### config.mk
export PLATFORM = sky130hd
export DESIGN_NAME = u409_cycle_term_ctrl
export DESIGN_NICKNAME = d
export VERILOG_FILES = /design/src/rtl/u409_cycle_term_ctrl.sv
export SDC_FILE = /design/constraint.sdc
export NUM_CORES = 1
export LEC_CHECK = 0
export BUFFER_PORTS_ARGS = -buffer_cell sky130_fd_sc_hd__buf_2
export CAP_MARGIN = 20
export CORE_MARGIN = 2
export CORE_UTILIZATION = 35
export CTS_BUF_LIST = sky130_fd_sc_hd__clkbuf_8 sky130_fd_sc_hd__clkbuf_16
export CTS_CLUSTER_SIZE = 20
export DETAILED_ROUTE_END_ITERATION = 7
export SYNTH_ARGS = -nofsm -noshare
export SYNTH_HDL_FRONTEND = slang
export SYNTH_SLANG_ARGS = --single-unit
### constraint.sdc
create_clock -name CLK40 -period 2.1 [get_ports CLK40]
set_input_delay 0.42 -clock CLK40 [delete_from_list [all_inputs] [get_ports CLK40]]
set_output_delay 0.42 -clock CLK40 [all_outputs]
set_load 0.05 [all_outputs]
### src/rtl/u409_cycle_term_ctrl.sv
// ----------------------------------------------------------------------------
// u409_cycle_term_ctrl
//
// Cycle-termination sequencer for MC68040/MC68060 slave cycles that U409
// decodes into one of four local spaces (ROM, CIA, local registers,
// autoconfig). A claimed cycle waits out a per-space wait count and, where
// the space needs it, an external ready. It then acknowledges with nTA/nTBI.
// A hung cycle is ended with nTEA by a watchdog. After either termination the
// pads are driven high for one cycle before they are released.
//
// Ports:
//   CLK40    in   40 MHz CPU bus clock, all state on the rising edge
//   nRESET   in   asynchronous active-low reset
//   TS       in   transfer start pulse, active high
//   SPACE    in   [3:0] decoded space selects: 0 ROM, 1 CIA, 2 REG, 3 ACFG
//   EXT_RDY  in   [3:0] per-space external ready, synchronous to CLK40
//   nTA      out  transfer acknowledge, active low
//   nTBI     out  burst inhibit, active low
//   nTEA     out  transfer error acknowledge, active low
//   TERM_OE  out  pad output enable for nTA/nTBI/nTEA
//   BUSY     out  high whenever the sequencer is not idle
//   SEL      out  [1:0] index of the active space, valid while BUSY
// ----------------------------------------------------------------------------
`timescale 1ns/1ps
module u409_cycle_term_ctrl #(
    parameter logic [3:0] ROM_WAIT  = 4'd3,
    parameter logic [3:0] CIA_WAIT  = 4'd0,
    parameter logic [3:0] REG_WAIT  = 4'd1,
    parameter logic [3:0] ACFG_WAIT = 4'd1,
    parameter logic [3:0] EXT_MASK  = 4'b0010,
    parameter logic [7:0] TIMEOUT   = 8'd255
) (
    input  logic       CLK40,
    input  logic       nRESET,
    input  logic       TS,
    input  logic [3:0] SPACE,
    input  logic [3:0] EXT_RDY,
    output logic       nTA,
    output logic       nTBI,
    output logic       nTEA,
    output logic       TERM_OE,
    output logic       BUSY,
    output logic [1:0] SEL
);

    typedef enum logic [2:0] {
        ST_IDLE = 3'd0,
        ST_WAIT = 3'd1,
        ST_ACK  = 3'd2,
        ST_ERR  = 3'd3,
        ST_NEG  = 3'd4
    } state_t;

    state_t     state_r;
    logic [3:0] wcnt_r;
    logic [7:0] tocnt_r;

    logic [2:0] space_cnt_s;
    logic [1:0] space_idx_s;
    logic [3:0] load_wait_s;
    logic       ready_s;
    logic       expire_s;

    // Number of space selects asserted; more than one is a decode fault.
    function automatic logic [2:0] space_count(input logic [3:0] space);
        return {2'b00, space[0]} + {2'b00, space[1]} +
               {2'b00, space[2]} + {2'b00, space[3]};
    endfunction

    // One-hot space select to index. Only meaningful for a single bit set.
    function automatic logic [1:0] space_index(input logic [3:0] space);
        logic [1:0] idx;
        case (space)
            4'b0001: idx = 2'd0;
            4'b0010: idx = 2'd1;
            4'b0100: idx = 2'd2;
            4'b1000: idx = 2'd3;
            default: idx = 2'd0;
        endcase
        return idx;
    endfunction

    // Wait-state count for a space index.
    function automatic logic [3:0] space_wait(input logic [1:0] idx);
        logic [3:0] w;
        case (idx)
            2'd0:    w = ROM_WAIT;
            2'd1:    w = CIA_WAIT;
            2'd2:    w = REG_WAIT;
            2'd3:    w = ACFG_WAIT;
            default: w = ROM_WAIT;
        endcase
        return w;
    endfunction

    // Decode of the incoming request and the WAIT exit conditions.
    always_comb begin
        space_cnt_s = space_count(SPACE);
        space_idx_s = space_index(SPACE);
        load_wait_s = space_wait(space_idx_s);
        // Ready needs the wait count spent, plus the external ready of the
        // selected space when that space is masked in.
        if (wcnt_r == 4'd0) begin
            ready_s = ~EXT_MASK[SEL] | EXT_RDY[SEL];
        end else begin
            ready_s = 1'b0;
        end
        expire_s = (tocnt_r == (TIMEOUT - 8'd1));
    end

    // Termination state machine with registered pad outputs.
    always_ff @(posedge CLK40 or negedge nRESET) begin
        if (!nRESET) begin
            state_r <= ST_IDLE;
            wcnt_r  <= 4'd0;
            tocnt_r <= 8'd0;
            nTA     <= 1'b1;
            nTBI    <= 1'b1;
            nTEA    <= 1'b1;
            TERM_OE <= 1'b0;
            BUSY    <= 1'b0;
            SEL     <= 2'd0;
        end else begin
            case (state_r)
                ST_IDLE: begin
                    if (TS && (space_cnt_s == 3'd1)) begin
                        state_r <= ST_WAIT;
                        SEL     <= space_idx_s;
                        wcnt_r  <= load_wait_s;
                        tocnt_r <= 8'd0;
                        BUSY    <= 1'b1;
                    end else if (TS && (space_cnt_s != 3'd0)) begin
                        // Two or more spaces claimed the same cycle.
                        state_r <= ST_ERR;
                        wcnt_r  <= 4'd0;
                        tocnt_r <= 8'd0;
                        nTEA    <= 1'b0;
                        TERM_OE <= 1'b1;
                        BUSY    <= 1'b1;
                    end else begin
                        // No request, or a cycle for someone else: stay off the pads.
                        state_r <= ST_IDLE;
                    end
                end
                ST_WAIT: begin
                    // Watchdog count saturates rather than wrapping.
                    if (tocnt_r != 8'hFF) begin
                        tocnt_r <= tocnt_r + 8'd1;
                    end
                    if (ready_s) begin
                        // Acknowledge takes priority over a coincident timeout.
                        state_r <= ST_ACK;
                        nTA     <= 1'b0;
                        nTBI    <= 1'b0;
                        TERM_OE <= 1'b1;
                    end else if (expire_s) begin
                        state_r <= ST_ERR;
                        nTEA    <= 1'b0;
                        TERM_OE <= 1'b1;
                    end else begin
                        state_r <= ST_WAIT;
                        if (wcnt_r != 4'd0) begin
                            wcnt_r <= wcnt_r - 4'd1;
                        end
                    end
                end
                ST_ACK, ST_ERR: begin
                    // Drive all three strobes high for one cycle before release.
                    state_r <= ST_NEG;
                    nTA     <= 1'b1;
                    nTBI    <= 1'b1;
                    nTEA    <= 1'b1;
                    TERM_OE <= 1'b1;
                end
                ST_NEG: begin
                    state_r <= ST_IDLE;
                    TERM_OE <= 1'b0;
                    BUSY    <= 1'b0;
                end
                default: begin
                    state_r <= ST_IDLE;
                    wcnt_r  <= 4'd0;
                    tocnt_r <= 8'd0;
                    nTA     <= 1'b1;
                    nTBI    <= 1'b1;
                    nTEA    <= 1'b1;
                    TERM_OE <= 1'b0;
                    BUSY    <= 1'b0;
                end
            endcase
        end
    end

endmodule

# Word level (Yosys, flattened, before mapping)
# Cells that the tools add are included.
classes:
  n_lt_le_gt_ge: 1
  add_sub_neg: 5
  n_reduce_logical: 19
  eq_ne: 23
  bitwise_logic: 6
  n_mux: 36
ops:
  columns: ["cell", "count"]
  rows:
  - ["$mux W8", 3]
  - ["$pmux W4 S3", 2]
  - ["$pmux W8 S3", 1]
  - ["$mux W4", 5]
  - ["$ne A2 B2 Y1 const B", 8]
  - ["$mux W1", 13]
  - ["$reduce_and A5 Y1", 2]
  - ["$pmux W3 S3", 1]
  - ["$add A8 B1 Y8 const B", 1]
  - ["$eq A8 B8 Y1 const B", 1]
  - ["$mux W2", 4]
  - ["$ne A8 B8 Y1 const B", 1]
  - ["$eq A3 B1 Y1 const B", 2]
  - ["$eq A3 B2 Y1 const B", 2]
  - ["$ne A3 B3 Y1 const B", 2]
  - ["$pmux W1 S3", 2]
  - ["$pmux W2 S3", 1]
  - ["$reduce_and A2 Y1", 3]
  - ["$reduce_and A3 Y1", 2]
  - ["$reduce_or A2 Y1", 3]
  - ["$reduce_or A3 Y1", 2]
  - ["$not A1 Y1", 5]
  - ["$bmux W1 S2", 2]
  - ["$eq A2 B2 Y1 const B", 2]
  - ["18 further kinds", 20]
word_totals:
  output_inout_bits: 7
  reg_bits: 21
  in_bits: 11

# Depth between registers and ports, before layout
# Gate-level depths: netlist of run 1.
logic_depth:
  word_depth: 8
  depth_mapped: 10
  ltp_nobuf: 9

# Least setup slack after synthesis of run 1
# Ideal clock, no wire load.
synth_path:
  path_kind: "input -> register"
  start: "input port SPACE[0]"
  end: "register tocnt_r[6]"
  setup_time_ps: 119
  setup_slack_ps: -552
  path_stages: 9
  arrival_ps: 2534
  t_required_ps: 1981
  path_cell_list: "inv_1 fa_1 inv_1 ha_1 ha_1 or3_1 a31o_2 and4_4 o21a_1"
synth_between:
  elab_chain_len: 7
  elab_cells_between_ends: 11
  cone_classes: "add/sub: 3; eq/ne: 2; mux: 2; reduce/logical: 4"
synth_lines:
  columns: ["item", "line", "text"]
  rows:
  - ["start, declared", "36", "input logic [3:0] SPACE,"]
  - ["$add A1 B1 Y2 *", "66", "return {2'b00, space[0]} + {2'b00, space[1]} +"]
  - ["$add A2 B1 Y3 *", "66", null]
  - ["$add A3 B1 Y3 *", "67", "{2'b00, space[2]} + {2'b00, space[3]};"]
  - ["$eq A3 B1 Y1 / $reduce_bool A3 Y1 (equally long branches)", "126, 132", null]
  - ["$logic_and A1 B1 Y1 (on tied branches)", "126, 132", null]
  - ["$ne A3 B3 Y1 (no source line) / $mux W8 (equally long branches)", null, null]
  - ["$reduce_and A3 Y1 (no source line) / $pmux W8 S3 (equally long branches)", null, null]
  - ["end signal, assigned", "148", "tocnt_r <= tocnt_r + 8'd1;"]
  - ["end, declared", "56", "logic [7:0] tocnt_r;"]
# Mark *: on every way between the ends. The rest lies on a longest branch, timed or not.
# A chain may end at the register's enable or synchronous reset.

# Worst setup path in the final report of run 1
layout_path:
  start: "input port SPACE[3]"
  end: "register tocnt_r[6]"
layout_between:
  elab_chain_len: 5
  elab_cells_between_ends: 9
  cone_classes: "add/sub: 1; eq/ne: 2; mux: 2; reduce/logical: 4"
layout_lines:
  columns: ["item", "line"]
  rows:
  - ["$add A3 B1 Y3 *", "67"]
  - ["$eq A3 B1 Y1 / $reduce_bool A3 Y1 (equally long branches)", "126, 132"]
  - ["$logic_and A1 B1 Y1 (on tied branches)", "126, 132"]
  - ["$ne A3 B3 Y1 (no source line) / $mux W8 (equally long branches)", null]
  - ["$reduce_and A3 Y1 (no source line) / $pmux W8 S3 (equally long branches)", null]
# Marks and branches as above.

==> run_results.csv, run 1 <==
group,metric,value,unit
floorplan,core_area,3690,sq um
worst_setup_path,regToRegStartpoint,"tocnt_r[0]$_DFFE_PN0P_",
worst_setup_path,slowest_delay,0.52,ns
logic_synthesis,synth_area_per_cell,9.44,sq um
floorplan,die_h,66.3,um
finish,multiInputGateArea,892,sq um
floorplan,rows,22,
logic_synthesis,ys_ff_latch,21,
hold_path,hp-class,"in2async",
finish,drive_gt1_share,40.6,%
floorplan,die_x,66.3,um
cts,h-tree-depth,1,
drt,vias,1233,
cts,ctsHoldBuffers,0,
cts,cts.sinks,21,
place,place.gp.congestion,0.858,
cts,cts_made_buffers,3,
sta,rsz0062_at_grt,"true",
drt,first_pass_iters,4,
logic_synthesis,synth_edf_count,0,
worst_setup_path,path_delay_family,"adder cells",
pwr,p_total,2240,uW
global_routing,grt_pass1_wl,5910,um
logic_synthesis,syn_inst,144,
worst_setup_path,worst_ep_required_time,2.24,ns
global_routing,track_usage,17.5,%
sta,drv_slew,0,
floorplan,ios,18,
cts,clkLatencyLatePin,0.26,ns
worst_setup_path,slowest_stage,"fa_1",
sta,fin_crit,2.33,ns
pwr,p_int,1180,uW
finish,synthToLayoutAreaGrowth,34.5,%
worst_setup_path,path_buf_inv,3,
finish,final_area,1830,sq um
logic_synthesis,synth_top_area_share,35.0,%
sta,slew_headroom,58.1,%
logic_synthesis,ys_seq_area_share,38.8,%
place,dp_hpwl,2380,um
cts,path_clk_slew,0.08,ns
pwr,switching_share,47.3,%
sta,finClkSkew,0.00522,ns
logic_synthesis,synthesis.nets,163,
place,io_buffers,14,
global_routing,grt_pass1_vias,1279,
logic_synthesis,synth_area,1360,sq um
drt,dr.first_iter.drc_count,45,
global_routing,antenna_found_initial,0,
cts,cts_buffer_depth,2,
cts,clockRootBuffer,"clkbuf_8",
finish,final_common_cell,"dfrtp_1",
global_routing,gr-total-overflow,0,
pwr,clkPwrFrac,11.8,%
worst_setup_path,setup.worst_path.class,"in2reg",
logic_synthesis,synth_cell_types,47,
floorplan,initial_core_util,36.9,%
logic_synthesis,ys_warn_count,0,
drt,drt_wl_total,3300,um
place,dp_cells,213,
pwr,power_frac_seq,31.9,%
worst_setup_path,crit_chain,"buf_8, inv_8, fa_1, inv_1, ha_2, ha_4, or3_4, a31o_4, and4_4, o21a_1",
finish,seq_area,528,sq um
sta,tns,-1.98,ns
run_status,status,"finished, violations left",
logic_synthesis,async_flop_share,100,%
logic_synthesis,synthFlopType,"dfrtp_1",
sta,hold_violations,0,
drt,drc,0,
finish,mostFrequentLayoutCells,"dfrtp_1 (19), inv_1 (13), buf_4 (13), buf_2 (12), nand2_1 (10)",
worst_setup_path,arrival,2.47,ns
finish,n_antenna_cell,0,
job,drv_cap,0,
finish,fill_cells,360,
sta,worstMarginPinSlew,0.627,ns
sta,holdWs,0.108,ns
floorplan,die_area,4400,sq um
worst_setup_path,critical_path.startpoint,"SPACE[3]",
pwr,powerDensity,1220,nW/um^2
pwr,p_comb_share,56.3,%
drt,drt.antenna.violating_nets,0,
worst_setup_path,crit_path_max_fanout,7,
sta,finalCritPeriodShare,111,%
logic_synthesis,synth_area_leader_cell,"dfrtp_1",
logic_synthesis,synth.top_cells.by_area,"dfrtp_1 (35%), ha_1 (6.4%), inv_1 (4.1%)",
pwr,power_leakage,0.000761,uW
drt,via_per_inst,5.53,
sta,setup_slack,-0.226,ns
cts,cts_tree,"yes",
sta,timing.fmax,0.430,GHz
worst_setup_path,cp-end-kind,"flop",
worst_setup_path,setup.worst_path.start_class,"input port",
run_status,violations,"negative setup slack",
finish,finalNonFillerCells,223,
pwr,ir_drop,707,uV
finish,fin_nets,195,
pwr,switching_power,1060,uW
drt,post_drt_wl_per_cell,14.8,um
sta,setup_viol,12,
place,place_area,1630,sq um
global_routing,grt_start_max_net_pins,22,
## synth_stat cells, types with 3 or more instances
library cell	number
ha_1	7
nor2_1	4
nor3_1	3
o21a_1	6
mux2i_1	3
a21oi_1	6
o31ai_1	3
nand3_1	6
inv_1	15
o21ai_0	9
nand2_1	11
dfrtp_1	19
or4_1	3
a31oi_1	6
## area by class of cell
type                            count  share of cell area, %
Timing Repair Buffer               32                   13.1
Inverter                           15                   3.49
Tap cell                           48                   3.28
Clock inverter                      1                  0.205
Clock buffer                        3                   2.26
Sequential cell                    21                   28.9
Multi-Input combinational cell    103                   48.8
## worst reg2reg max path, stage by stage (launching register included)
cell and delay [ns]:
dfrtp_1 0.45, ha_1 0.26, nand2_1 0.10, or4_1 0.54
and4_4 0.25, o21a_1 0.18
## logic make-up (layout without fill, tap and decap cells)
kind of cell	Yosys count	after routing	synth area share, %
compound gates	45	46	22.2
buf+inv	21	51	7.08
fa+ha+maj	8	8	7.91
mux	4	4	3.04
simple gates	44	44	20.3
flops	21	21	38.8
xor+xnor	1	1	0.644
## metrics by stage
stage	setup WS, ns	utilization (%)
global placement	-0.608	44.1
CTS	-0.218	46.5
global route	-0.278	49.6
floorplan	-0.411	-
finish	-0.226	49.6
detailed placement	-0.661	44.1
## what timing repair did
action	in CTS	in global routing
resized for setup	8	22
pin swaps	8	7
cloned	1	0
endpoints found under the setup margin	16	18
buffers inserted	4	2
## sequential cells by signal, indices dropped and copies added (netlist names)
signal   count
BUSY         1
SEL          2
TERM_OE      1
nTBI         1
nTEA         1
state_r      3
tocnt_r      8
wcnt_r       4
## path summary, 6_finish.rpt
path | endpoint | slack [ns] | cells after the start
worst max-delay path | tocnt_r[6]$_DFFE_PN0P_ | -0.23 | 10
worst min-delay path | tocnt_r[3]$_DFFE_PN0P_ | 0.11 | 1
worst max register to register | tocnt_r[6]$_DFFE_PN0P_ | 0.21 | 5
worst min register to register | BUSY$_DFFE_PN0P_ | 0.52 | 2
max in group asynchronous | nTBI$_DFFE_PN1P_ | 1.63 | 1
min in group CLK40 | SEL[0]$_DFFE_PN0P_ | 0.51 | 3
## routing by layer
metal  global-route usage [%]  vias to the layer above  routed length [um]
met5                        0                        -                   0
met4                     6.12                        0                  67
met3                     1.53                        6                  74
met2                     30.4                       21                1670
met1                     22.5                      606                1500
li1                         -                      600                   -
## power by group through the flow
| stage | Sequential, uW | Combinational (uW) | Clock (uW) |
|---|---|---|---|
| detailed placement | 715 | 1120 | 0 |
| global route | 743 | 1380 | 285 |
| floorplan | 829 | 716 | 0 |
| finish | 715 | 1260 | 264 |
| CTS | 707 | 1150 | 268 |
| global placement | 712 | 1100 | 0 |
Note: power is estimated with default switching activity, not from simulation.
==> run 2, diff against run 1 <==
- ABC_CLOCK_PERIOD_IN_PS: unset -> 2100
- CORE_UTILIZATION: 35 -> 25
==> run 2 against run 1 <==
Against the previous run: the flow still finishes with violations (negative setup slack); via count is 2.2% higher; sequential share of layout area is 0.92 points lower; worst hold slack better by 0.00055 ns; maximum frequency is 0.80% higher; first-iteration DRC count is 51% higher; cell area is 3.3% higher; critical path depth stayed put; final cell count is 13% higher; die area is 37% higher; wire length is 4.2% higher; worst setup slack better by 0.019 ns.
==> run_results.csv, run 2 (synthesized netlist as in run 1, its figures left out) <==
group,metric,value,unit
run_status,status,"finished, violations left",
sta,slew_headroom,39.7,%
worst_setup_path,setup.worst_path.start_class,"input port",
drt,drc,0,
worst_setup_path,arrival,2.46,ns
cts,clockRootBuffer,"clkbuf_8",
finish,top_register,"tocnt_r",
drt,dr.first_iter.drc_count,68,
floorplan,core_area,5170,sq um
cts,cts_tree,"yes",
finish,synthToLayoutAreaGrowth,38.9,%
finish,final_core_util,36.5,%
global_routing,grt_pass1_wl,5950,um
worst_setup_path,cp-end-kind,"flop",
finish,seq_area,528,sq um
sta,timing.fmax,0.433,GHz
place,place_ws,-0.667,ns
finish,mostFrequentLayoutCells,"buf_4 (22), dfrtp_1 (19), inv_1 (12), buf_2 (11), nand2_1 (8)",
floorplan,ios,18,
floorplan,rows,26,
place,place.gp.congestion,0.722,
cts,cts.sinks,21,
finish,drive_gt1_share,42.1,%
sta,tns,-2.08,ns
worst_setup_path,reg2reg_slack,0.18,ns
drt,via_per_inst,4.98,
worst_setup_path,slowest_stage,"fa_1",
finish,multiInputGateArea,873,sq um
finish,final_common_cell,"buf_4",
drt,drt.antenna.violating_nets,0,
pwr,ir_drop,480,uV
worst_setup_path,rr_endpoint,"nTBI$_DFFE_PN1P_",
global_routing,grt_start_max_net_pins,22,
drt,post_drt_wl_per_cell,13.6,um
worst_setup_path,rr_worst_depth,6,
finish,largest_reg_flops,8,
cts,cts_buffer_depth,2,
sta,finalCritPeriodShare,110,%
sta,holdWs,0.109,ns
sta,setup_viol,14,
worst_setup_path,crit_chain,"buf_6, inv_4, fa_1, inv_1, ha_2, ha_4, or3_4, a31o_4, and4_4, o21a_1",
worst_setup_path,setup.worst_path.class,"in2reg",
drt,drt_wl_total,3440,um
cts,cts_made_buffers,3,
place,io_buffers,14,
cts,clkLatencyLatePin,0.26,ns
place,dp_hpwl,2250,um
worst_setup_path,cp-endpoint,"tocnt_r[6]$_DFFE_PN0P_",
global_routing,track_usage,12.2,%
finish,top_regs,"tocnt_r (8), wcnt_r (4), state_r (3)",
hold_path,hp-class,"in2async",
job,drv_cap,0,
place,place_area,1660,sq um
worst_setup_path,critical_path.startpoint,"SPACE[0]",
worst_setup_path,crit_path_max_fanout,5,
sta,worstMarginPinSlew,0.897,ns
pwr,power_leakage,0.000791,uW
worst_setup_path,slowest_delay,0.53,ns
sta,finClkSkew,0.00160,ns
cts,path_clk_slew,0.08,ns
floorplan,die_h,77.8,um
finish,fill_cells,519,
run_status,violations,"negative setup slack",
sta,hold_violations,0,
drt,vias,1260,
floorplan,die_x,77.8,um
finish,fin_nets,203,
cts,h-tree-depth,1,
worst_setup_path,regToRegStartpoint,"wcnt_r[0]$_DFFE_PN0P_",
floorplan,initial_core_util,26.3,%
sta,fin_crit,2.31,ns
worst_setup_path,worst_ep_required_time,2.25,ns
finish,final_area,1890,sq um
floorplan,die_area,6050,sq um
global_routing,gr-total-overflow,0,
finish,n_antenna_cell,0,
sta,drv_slew,0,
sta,setup_slack,-0.207,ns
drt,first_pass_iters,4,
global_routing,grt_pass1_vias,1261,
pwr,powerDensity,1190,nW/um^2
sta,rsz0062_at_grt,"true",
global_routing,antenna_found_initial,0,
-- run 2: cell types whose count changed in the layout (fill, tap and decap cells not counted), sizes merged --
cell    before  now
buf         32   39
a31o         2    3
clkinv       0    1
inv         16   15
-- run 2: through the flow --
step                      total power [uW]  cells
after floorplan                       1540    144
after global placement                1840    236
after global routing                  2430    253
after detailed placement              1860    236
after CTS                             2210    253
final                                 2240    253
-- run 2: power breakdown --
| group | internal [uW] | switching (uW) | leakage (uW) | total (uW) |
|---|---|---|---|---|
| registers | 547 | 162 | 0.000271 | 709 |
| logic | 507 | 759 | 0.000495 | 1270 |
| clock network | 132 | 138 | 0.0000255 | 270 |
| total | 1190 | 1060 | 0.000791 | 2240 |
-- run 2: final cells by class --
cell class,instances,share of cell area (%)
clock buffers,3,2.19
clock inverters,1,0.265
inverters,15,3.51
multi-input cells,104,46.2
flip-flops and latches,21,27.9
well taps,70,4.64
repair buffers,39,15.2
-- run 2: what timing repair did --
action | in CTS | in global routing
setup buffers | 12 | 0
hold buffers | 0 | 0
endpoints found under the setup margin | 15 | 15
cloned | 2 | 0
resized for setup | 17 | 10
pin swaps | 13 | 2
-- run 2: worst min path at each step --
stage	from	endpoint	depth (start not counted)
floorplan	nRESET	BUSY$_DFFE_PN0P_	0
global placement	nRESET	tocnt_r[0]$_DFFE_PN0P_	1
detailed placement	nRESET	tocnt_r[1]$_DFFE_PN0P_	1
CTS	nRESET	wcnt_r[0]$_DFFE_PN0P_	1
global route	nRESET	tocnt_r[1]$_DFFE_PN0P_	1
finish	nRESET	tocnt_r[1]$_DFFE_PN0P_	1
-- run 2: critical path: cells and delay by family --
kind / cells / cell delay [ns]
buffers and inverters: 3 / 0.15
adder cells (fa/ha/maj): 3 / 0.91
AND/OR/NAND/NOR: 2 / 0.52
AO/OA/AOI/OAI: 2 / 0.45
-- run 2: per-layer routing --
metal  global-route usage [%]  wire [um]  vias to the layer above
met3                     1.86        115                        6
met4                     4.46         63                        0
met5                        0          0                        -
met2                     21.3       1770                       27
li1                         -          -                      619
met1                     15.1       1490                      608
